===== src/rtl/mem_arb_pkg.sv =====
// Shared types and default sizes for the unified-memory port arbiter.
// Contents:
//   state_t  - arbiter FSM states (IDLE, ISSUE, WAIT, RESP)
//   owner_t  - current owner of the memory port (OWN_I fetch, OWN_D load/store)
//   *_DEF    - default parameter values used by mem_port_arbiter
package mem_arb_pkg;

  localparam int ADDR_W_DEF   = 32;
  localparam int DATA_W_DEF   = 32;
  localparam int RD_LAT_DEF   = 1;
  localparam int MAX_WAIT_DEF = 4;
  localparam int STAT_W       = 32;

  typedef enum logic [1:0] {
    IDLE  = 2'd0,
    ISSUE = 2'd1,
    WAIT  = 2'd2,
    RESP  = 2'd3
  } state_t;

  typedef enum logic {
    OWN_I = 1'b0,
    OWN_D = 1'b1
  } owner_t;

endpackage


===== src/rtl/mem_arb_prio.sv =====
// Winner select for the memory port: fixed priority D over I, with a
// saturating count of consecutive arbitrations I has lost. Once the count
// reaches MAX_WAIT, I wins the next arbitration and the count clears.
// Ports:
//   clk, rst   clock, synchronous active-high reset
//   arb_en     arbitration allowed this cycle (FSM in IDLE)
//   i_req      fetch request
//   d_req      load/store request
//   grant_i    I wins this cycle (combinational)
//   grant_d    D wins this cycle (combinational)
module mem_arb_prio #(
  parameter int MAX_WAIT = 4
) (
  input  logic clk,
  input  logic rst,
  input  logic arb_en,
  input  logic i_req,
  input  logic d_req,
  output logic grant_i,
  output logic grant_d
);

  localparam int WAIT_W = $clog2(MAX_WAIT + 1);
  localparam logic [WAIT_W-1:0] WAIT_SAT = WAIT_W'(MAX_WAIT);

  logic [WAIT_W-1:0] wait_cnt_q, wait_cnt_d;
  logic              starve;

  always_comb begin
    // Starvation only matters while I is actually asking; otherwise a
    // saturated count must not hold D off.
    starve     = i_req && (wait_cnt_q == WAIT_SAT);
    grant_d    = arb_en && d_req && !starve;
    grant_i    = arb_en && i_req && !grant_d;
    wait_cnt_d = wait_cnt_q;
    if (grant_i) begin
      wait_cnt_d = '0;
    end else if (grant_d && i_req && (wait_cnt_q != WAIT_SAT)) begin
      wait_cnt_d = wait_cnt_q + 1'b1;
    end
  end

  always_ff @(posedge clk) begin
    if (rst) begin
      wait_cnt_q <= '0;
    end else begin
      wait_cnt_q <= wait_cnt_d;
    end
  end

endmodule


===== src/rtl/mem_port_arbiter.sv =====
// Shares one single-port memory between instruction fetch (I) and
// load/store (D). One access in flight; D has priority, I is protected
// from starvation by mem_arb_prio. Misaligned D accesses are answered with
// d_err without touching memory.
// Optional feature: define MEM_ARB_STATS_EN to add i_grant_cnt,
// d_grant_cnt and i_stall_cnt (32-bit, cleared by rst, wrapping).
//
// state | meaning
// ------+--------------------------------------------------------------
// IDLE  | no access in flight; arbitrate and latch the winner's request
// ISSUE | mem_en high for one cycle with the latched address/data
// WAIT  | read latency beyond the first cycle (down-counter lat_cnt)
// RESP  | one-cycle ack to the owner; read data bypassed from mem_rdata
//
// Ports: clk, rst (sync, active-high); I side i_req/i_addr/i_ack/i_rdata;
// D side d_req/d_we/d_addr/d_wdata/d_ack/d_rdata/d_err; memory side
// mem_en/mem_we/mem_addr/mem_wdata/mem_rdata; busy (state != IDLE).
module mem_port_arbiter
  import mem_arb_pkg::*;
#(
  parameter int ADDR_W   = ADDR_W_DEF,
  parameter int DATA_W   = DATA_W_DEF,
  parameter int RD_LAT   = RD_LAT_DEF,
  parameter int MAX_WAIT = MAX_WAIT_DEF
) (
  input  logic              clk,
  input  logic              rst,
  input  logic              i_req,
  input  logic [ADDR_W-1:0] i_addr,
  output logic              i_ack,
  output logic [DATA_W-1:0] i_rdata,
  input  logic              d_req,
  input  logic              d_we,
  input  logic [ADDR_W-1:0] d_addr,
  input  logic [DATA_W-1:0] d_wdata,
  output logic              d_ack,
  output logic [DATA_W-1:0] d_rdata,
  output logic              d_err,
  output logic              mem_en,
  output logic              mem_we,
  output logic [ADDR_W-1:0] mem_addr,
  output logic [DATA_W-1:0] mem_wdata,
  input  logic [DATA_W-1:0] mem_rdata,
  output logic              busy
`ifdef MEM_ARB_STATS_EN
  ,
  output logic [STAT_W-1:0] i_grant_cnt,
  output logic [STAT_W-1:0] d_grant_cnt,
  output logic [STAT_W-1:0] i_stall_cnt
`endif
);

  localparam int LAT_W = $clog2(RD_LAT + 1);
  localparam bit HAS_WAIT = (RD_LAT > 1);
  // WAIT lasts RD_LAT-1 cycles: the counter runs RD_LAT-2 down to 0.
  localparam logic [LAT_W-1:0] LAT_LOAD = HAS_WAIT ? LAT_W'(RD_LAT - 2) : '0;

  state_t            state_q, state_d;
  owner_t            owner_q, owner_d;
  logic              we_q, we_d;
  logic              err_q, err_d;
  logic [ADDR_W-1:0] addr_q, addr_d;
  logic [DATA_W-1:0] wdata_q, wdata_d;
  logic [LAT_W-1:0]  lat_cnt_q, lat_cnt_d;
  logic [DATA_W-1:0] i_rdata_q, i_rdata_d;
  logic [DATA_W-1:0] d_rdata_q, d_rdata_d;

  logic grant_i, grant_d;
  logic rd_resp;

  mem_arb_prio #(
    .MAX_WAIT(MAX_WAIT)
  ) u_prio (
    .clk    (clk),
    .rst    (rst),
    .arb_en (state_q == IDLE),
    .i_req  (i_req),
    .d_req  (d_req),
    .grant_i(grant_i),
    .grant_d(grant_d)
  );

  always_comb begin
    rd_resp   = (state_q == RESP) && !we_q && !err_q;
    i_ack     = (state_q == RESP) && (owner_q == OWN_I);
    d_ack     = (state_q == RESP) && (owner_q == OWN_D);
    d_err     = d_ack && err_q;
    mem_en    = (state_q == ISSUE);
    mem_we    = mem_en && we_q;
    mem_addr  = addr_q;
    mem_wdata = wdata_q;
    busy      = (state_q != IDLE);
    // Read data is live on mem_rdata in the RESP cycle; bypass it so the
    // data accompanies the ack, and hold the captured copy afterwards.
    i_rdata   = (rd_resp && owner_q == OWN_I) ? mem_rdata : i_rdata_q;
    d_rdata   = (rd_resp && owner_q == OWN_D) ? mem_rdata : d_rdata_q;
  end

  always_comb begin
    state_d   = state_q;
    owner_d   = owner_q;
    we_d      = we_q;
    err_d     = err_q;
    addr_d    = addr_q;
    wdata_d   = wdata_q;
    lat_cnt_d = lat_cnt_q;
    i_rdata_d = i_rdata_q;
    d_rdata_d = d_rdata_q;
    case (state_q)
      IDLE: begin
        if (grant_d) begin
          owner_d = OWN_D;
          we_d    = d_we;
          addr_d  = d_addr;
          wdata_d = d_wdata;
          if (d_addr[1:0] != 2'b00) begin
            err_d   = 1'b1;
            state_d = RESP;
          end else begin
            err_d   = 1'b0;
            state_d = ISSUE;
          end
        end else if (grant_i) begin
          owner_d = OWN_I;
          we_d    = 1'b0;
          err_d   = 1'b0;
          addr_d  = i_addr;
          state_d = ISSUE;
        end
      end
      ISSUE: begin
        if (HAS_WAIT && !we_q) begin
          lat_cnt_d = LAT_LOAD;
          state_d   = WAIT;
        end else begin
          state_d = RESP;
        end
      end
      WAIT: begin
        if (lat_cnt_q == '0) begin
          state_d = RESP;
        end else begin
          lat_cnt_d = lat_cnt_q - 1'b1;
        end
      end
      RESP: begin
        if (rd_resp && owner_q == OWN_I) i_rdata_d = mem_rdata;
        if (rd_resp && owner_q == OWN_D) d_rdata_d = mem_rdata;
        state_d = IDLE;
      end
      default: state_d = IDLE;
    endcase
  end

  always_ff @(posedge clk) begin
    if (rst) begin
      state_q   <= IDLE;
      owner_q   <= OWN_I;
      we_q      <= 1'b0;
      err_q     <= 1'b0;
      addr_q    <= '0;
      wdata_q   <= '0;
      lat_cnt_q <= '0;
      i_rdata_q <= '0;
      d_rdata_q <= '0;
    end else begin
      state_q   <= state_d;
      owner_q   <= owner_d;
      we_q      <= we_d;
      err_q     <= err_d;
      addr_q    <= addr_d;
      wdata_q   <= wdata_d;
      lat_cnt_q <= lat_cnt_d;
      i_rdata_q <= i_rdata_d;
      d_rdata_q <= d_rdata_d;
    end
  end

`ifdef MEM_ARB_STATS_EN
  logic [STAT_W-1:0] i_grant_cnt_q, i_grant_cnt_d;
  logic [STAT_W-1:0] d_grant_cnt_q, d_grant_cnt_d;
  logic [STAT_W-1:0] i_stall_cnt_q, i_stall_cnt_d;
  logic              i_stalled;

  always_comb begin
    i_stalled     = i_req && !(busy && owner_q == OWN_I);
    i_grant_cnt_d = i_grant_cnt_q + {{(STAT_W-1){1'b0}}, grant_i};
    d_grant_cnt_d = d_grant_cnt_q + {{(STAT_W-1){1'b0}}, grant_d};
    i_stall_cnt_d = i_stall_cnt_q + {{(STAT_W-1){1'b0}}, i_stalled};
  end

  always_ff @(posedge clk) begin
    if (rst) begin
      i_grant_cnt_q <= '0;
      d_grant_cnt_q <= '0;
      i_stall_cnt_q <= '0;
    end else begin
      i_grant_cnt_q <= i_grant_cnt_d;
      d_grant_cnt_q <= d_grant_cnt_d;
      i_stall_cnt_q <= i_stall_cnt_d;
    end
  end

  assign i_grant_cnt = i_grant_cnt_q;
  assign d_grant_cnt = d_grant_cnt_q;
  assign i_stall_cnt = i_stall_cnt_q;
`endif

endmodule


===== config.mk =====
export PLATFORM = sky130hd
export DESIGN_NAME = mem_port_arbiter
export DESIGN_NICKNAME = d
export VERILOG_FILES = /design/src/rtl/mem_arb_pkg.sv /design/src/rtl/mem_arb_prio.sv /design/src/rtl/mem_port_arbiter.sv
export SDC_FILE = /design/constraint.sdc
export NUM_CORES = 1
export LEC_CHECK = 0
export BUFFER_PORTS_ARGS = -buffer_cell sky130_fd_sc_hd__clkbuf_2
export CORE_MARGIN = 2
export CORE_UTILIZATION = 44
export CTS_BUF_LIST = sky130_fd_sc_hd__clkbuf_2 sky130_fd_sc_hd__clkbuf_4 sky130_fd_sc_hd__clkbuf_8
export DETAILED_ROUTE_END_ITERATION = 16
export GPL_TIMING_DRIVEN = 0
export PLACE_DENSITY = 0.78
export SETUP_SLACK_MARGIN = 0.02
export SKIP_CTS_REPAIR_TIMING = 1
export SYNTH_ARGS = -nofsm -noshare
export SYNTH_HDL_FRONTEND = slang
export SYNTH_SLANG_ARGS = --single-unit
export TNS_END_PERCENT = 10

===== constraint.sdc =====
create_clock -name clk -period 3.8 [get_ports clk]
set_input_delay 0.95 -clock clk [delete_from_list [all_inputs] [get_ports clk]]
set_output_delay 0.95 -clock clk [all_outputs]
set_load 0.05 [all_outputs]

==> Implementation_results.wiki <==
{| class="wikitable"
! Metric !! Value
|-
| Outcome || finished clean
|-
| Average cell area after synthesis || 9.89 sq um
|-
| Worst VDD drop || 0.239 mV
|-
| Via count of the first global-routing pass || 5291
|-
| Number of warnings issued by yosys || 0
|-
| Kind of start point of the critical path || flop
|-
| Clock tree from TritonCTS || done
|-
| Count of mapped cells out of synthesis || 595
|-
| Leakage power figure || between 3 and 4 nW
|-
| Number of storage elements in the synthesis netlist || about 140
|-
| Post-synth top area cell || dfxtp_1
|-
| Post-route clock period utilization || 87.8%
|-
| Total power density per cell area || 516 nW/um^2
|-
| Skew-Pair Late Insertion Delay || 0.45 ns
|-
| Worst Setup Slack post-DPL || 0.870 ns
|-
| Total wire length after detailed routing || 16700 um
|-
| Share of post-route cells with drive strength above 1 || 43.0%
|-
| Max Cap Violations || 0
|-
| Starting density of the core || 44.8%
|-
| Syn Std Cell Area || between 5000 and 6000 sq um
|-
| Main area contributors after synthesis || dfxtp_1 (46%), mux2_4 (7.1%), mux2_2 (6.5%)
|-
| Post-synthesis to final-layout area growth || 34.0%
|-
| Fin. max-slew vios || 0
|-
| Data required time at the worst endpoint || 2.85 ns
|-
| Start-to-end type of the worst setup path || reg2out
|-
| CP arrival || 2.39 ns
|-
| Sequential fraction of the synthesis area || between 40% and 50%
|-
| HP Start || mem_wdata[2]
|-
| DRT antenna net count || 0
|-
| Max Clock Skew || 0.0140 ns
|-
| Maximum number of pins on one net before global-route repair || 17
|-
| Maximum fanout count along the critical path || 10
|-
| Post-Syn Nets || 734
|-
| Area enclosed by the die boundary || between 10000 and 15000 sq um
|-
| Global-route wire length before repair || approximately 27000 um
|-
| Met2 track demand over resource in global routing || 38.7%
|-
| Total iterations of the first detailed-routing run || 5
|-
| GRT Max-Usage Layer || met2
|-
| Die W || 120 um
|-
| Total of fill cells in the finished design || around 1200
|-
| Final setup viols || 0
|-
| Clock tree root buffer cell || clkbuf_8
|-
| Die Ht || 120 um
|-
| Slew at the pin closest to its max-slew limit || ~0.57 ns
|-
| Antenna cells || 0
|-
| Final count of hold timing violations || 0
|-
| NumNets Final || 1018
|-
| Setup repair after global routing missed its margin || no
|-
| Gr ovfl total || 0
|-
| Number of CTS-inserted buffers || 17
|-
| GRT Resource Usage Total || 23.7%
|-
| Core box area || approximately 13000 sq um
|-
| GR Util met3 || 7.56%
|-
| CTS sink count || 136
|-
| Max H-tree Level || 4
|-
| Setup TNS || 0 ns
|-
| Via density per instance || between 5 and 6
|-
| Count of routing violations after the opening detailed-route iteration || 312
|-
| Worst R2R Start || u_prio.wait_cnt_q[0]
|-
| Final worst setup slack || 0.464 ns
|-
| Clock period minus worst slack || ~3.3 ns
|-
| DP Area || 7430 sq um
|-
| Number of placement rows || 42
|-
| Detailed-route DRC error count || 0
|-
| Path type of the worst min-delay path || reg2reg
|-
| Synth unique cells || 35
|-
| Cell area after layout || approximately 8000 sq um
|-
| Fmax || 300 MHz
|-
| Routability congestion estimate from global placement || 0.863
|-
| Worst setup path startpoint || state_q[0]
|-
| Reg clk slew, reported paths || 0.07 ns
|-
| M1 GR Usage || between 20% and 30%
|-
| Normalized max-slew margin || 61.8%
|-
| Endpoint type of the worst setup path || primary output
|-
| Routed WL per cell || around 16 um
|-
| Longest Clk Path Bufs || 2
|-
| Share of the synthesized area in the top cell type || 46.3%
|-
| HPWL after DPL || 12600 um
|-
| Number of input and output port buffers inserted || 265
|-
| Number of top-level design ports || 267
|-
| Vias post-DR || 5506
|-
| Number of antenna violations at the first check in global routing || 0
|}
==> per-stage QoR <==
step / utilization [%] / power, W / hold slack [ns] / std cells
floorplan: - / 0.00245 / 0.449 / 595
global placement: 56.6 / 0.00274 / 0.460 / 1036
detailed placement: 56.6 / 0.00276 / 0.466 / 1036
CTS: 60.0 / 0.00410 / 0.478 / 1068
global route: 60.0 / 0.00426 / 0.502 / 1068
finish: 60.0 / 0.00407 / 0.477 / 1068
==> cells in the final DEF, fill, tap and decap left out, types with 6 or more instances in the layout <==
cell type / Yosys / final
a311oi_1: 32 / 32
and2b_1: 29 / 29
dfxtp_1: 136 / 136
clkbuf_8: 0 / 21
nor2_1: 37 / 37
mux2_4: 28 / 28
nor2b_1: 32 / 32
mux2_2: 34 / 34
clkbuf_1: 34 / 34
o21ai_0: 66 / 66
nand3_1: 65 / 65
a21oi_1: 36 / 36
clkbuf_2: 0 / 265
ha_1: 6 / 6
buf_2: 9 / 9
buf_1: 6 / 6
==> Yosys cell counts <==
cell and n:
nor2b_1 32, dfxtp_1 136, nor2_1 37, nor3b_1 1
nor2b_4 4, and2b_1 29, a21oi_1 36, buf_1 6
nor4b_4 1, o211ai_1 1, and4bb_1 1, and3_1 3
mux2_1 3, a311oi_2 1, and2_1 3, a22oi_1 2
or3b_4 1, a211oi_1 1, buf_2 9, inv_1 5
nand3_1 65, buf_12 3, ha_1 6, nand2_1 5
clkbuf_1 34, a311oi_1 32, buf_6 4, mux2_4 28
mux2_2 34, nand3b_1 1, a32oi_1 1, a211o_1 1
buf_4 2, o21a_1 1, o21ai_0 66
==> area by class of cell <==
type / count / area [sq um] / area share [%]
Clock inverter: 11 / 168 / 2.13
Timing Repair Buffer: 265 / 1330 / 16.8
Clock buffer: 21 / 289 / 3.66
Sequential cell: 136 / 2720 / 34.5
Buffer: 58 / 315 / 4.00
Multi-Input combinational cell: 396 / 2830 / 35.9
Inverter: 5 / 18.8 / 0.238
Tap cell: 176 / 220 / 2.79
==> metal layers <==
layer  part of all wire, %  vias up  routed length, um
li1                      -     2670                  -
met1                    42     2551               6950
met2                    48      254               7960
met3                   8.5       31               1420
met4                   2.1        0                357
met5                     0        -                  0
==> sequential cells by signal, summed over array words and instances, names as in the netlist, 2 cells and up <==
name	count
d_rdata_q	32
i_rdata_q	32
mem_addr	32
mem_wdata	32
state_q	2
u_prio.wait_cnt_q	3
==> cell families after synthesis <==
family,after synthesis,synth area share [%]
compound gates,142,14.6
fa+ha+maj,6,1.28
buf+inv,63,5.68
flops,136,46.3
mux,65,14.2
simple gates,183,17.9
==> critical path, cell delays in order (launching register included) <==
cell	delay [ns]
dfxtp_1	0.39
ha_1	0.26
nor4b_4	0.46
buf_6	0.24
mux2_2	0.36
clkbuf_2	0.24
==> report_power, final <==
group / switching (W) / internal, W / leakage, nW
combinational: 0.000804 / 0.000329 / 2.34
clock: 0.000559 / 0.000785 / 0.228
sequential: 0.0000549 / 0.00154 / 1.11
==> final timing paths <==
path | to | slack, ns | depth (start not counted)
setup / recovery | i_rdata[22] | 0.46 | 5
hold / removal | mem_wdata[2] | 0.48 | 2
setup reg to reg | mem_wdata[1] | 1.67 | 7
hold reg to reg | mem_wdata[2] | 0.48 | 2
Power figures use the tool's default switching activity.
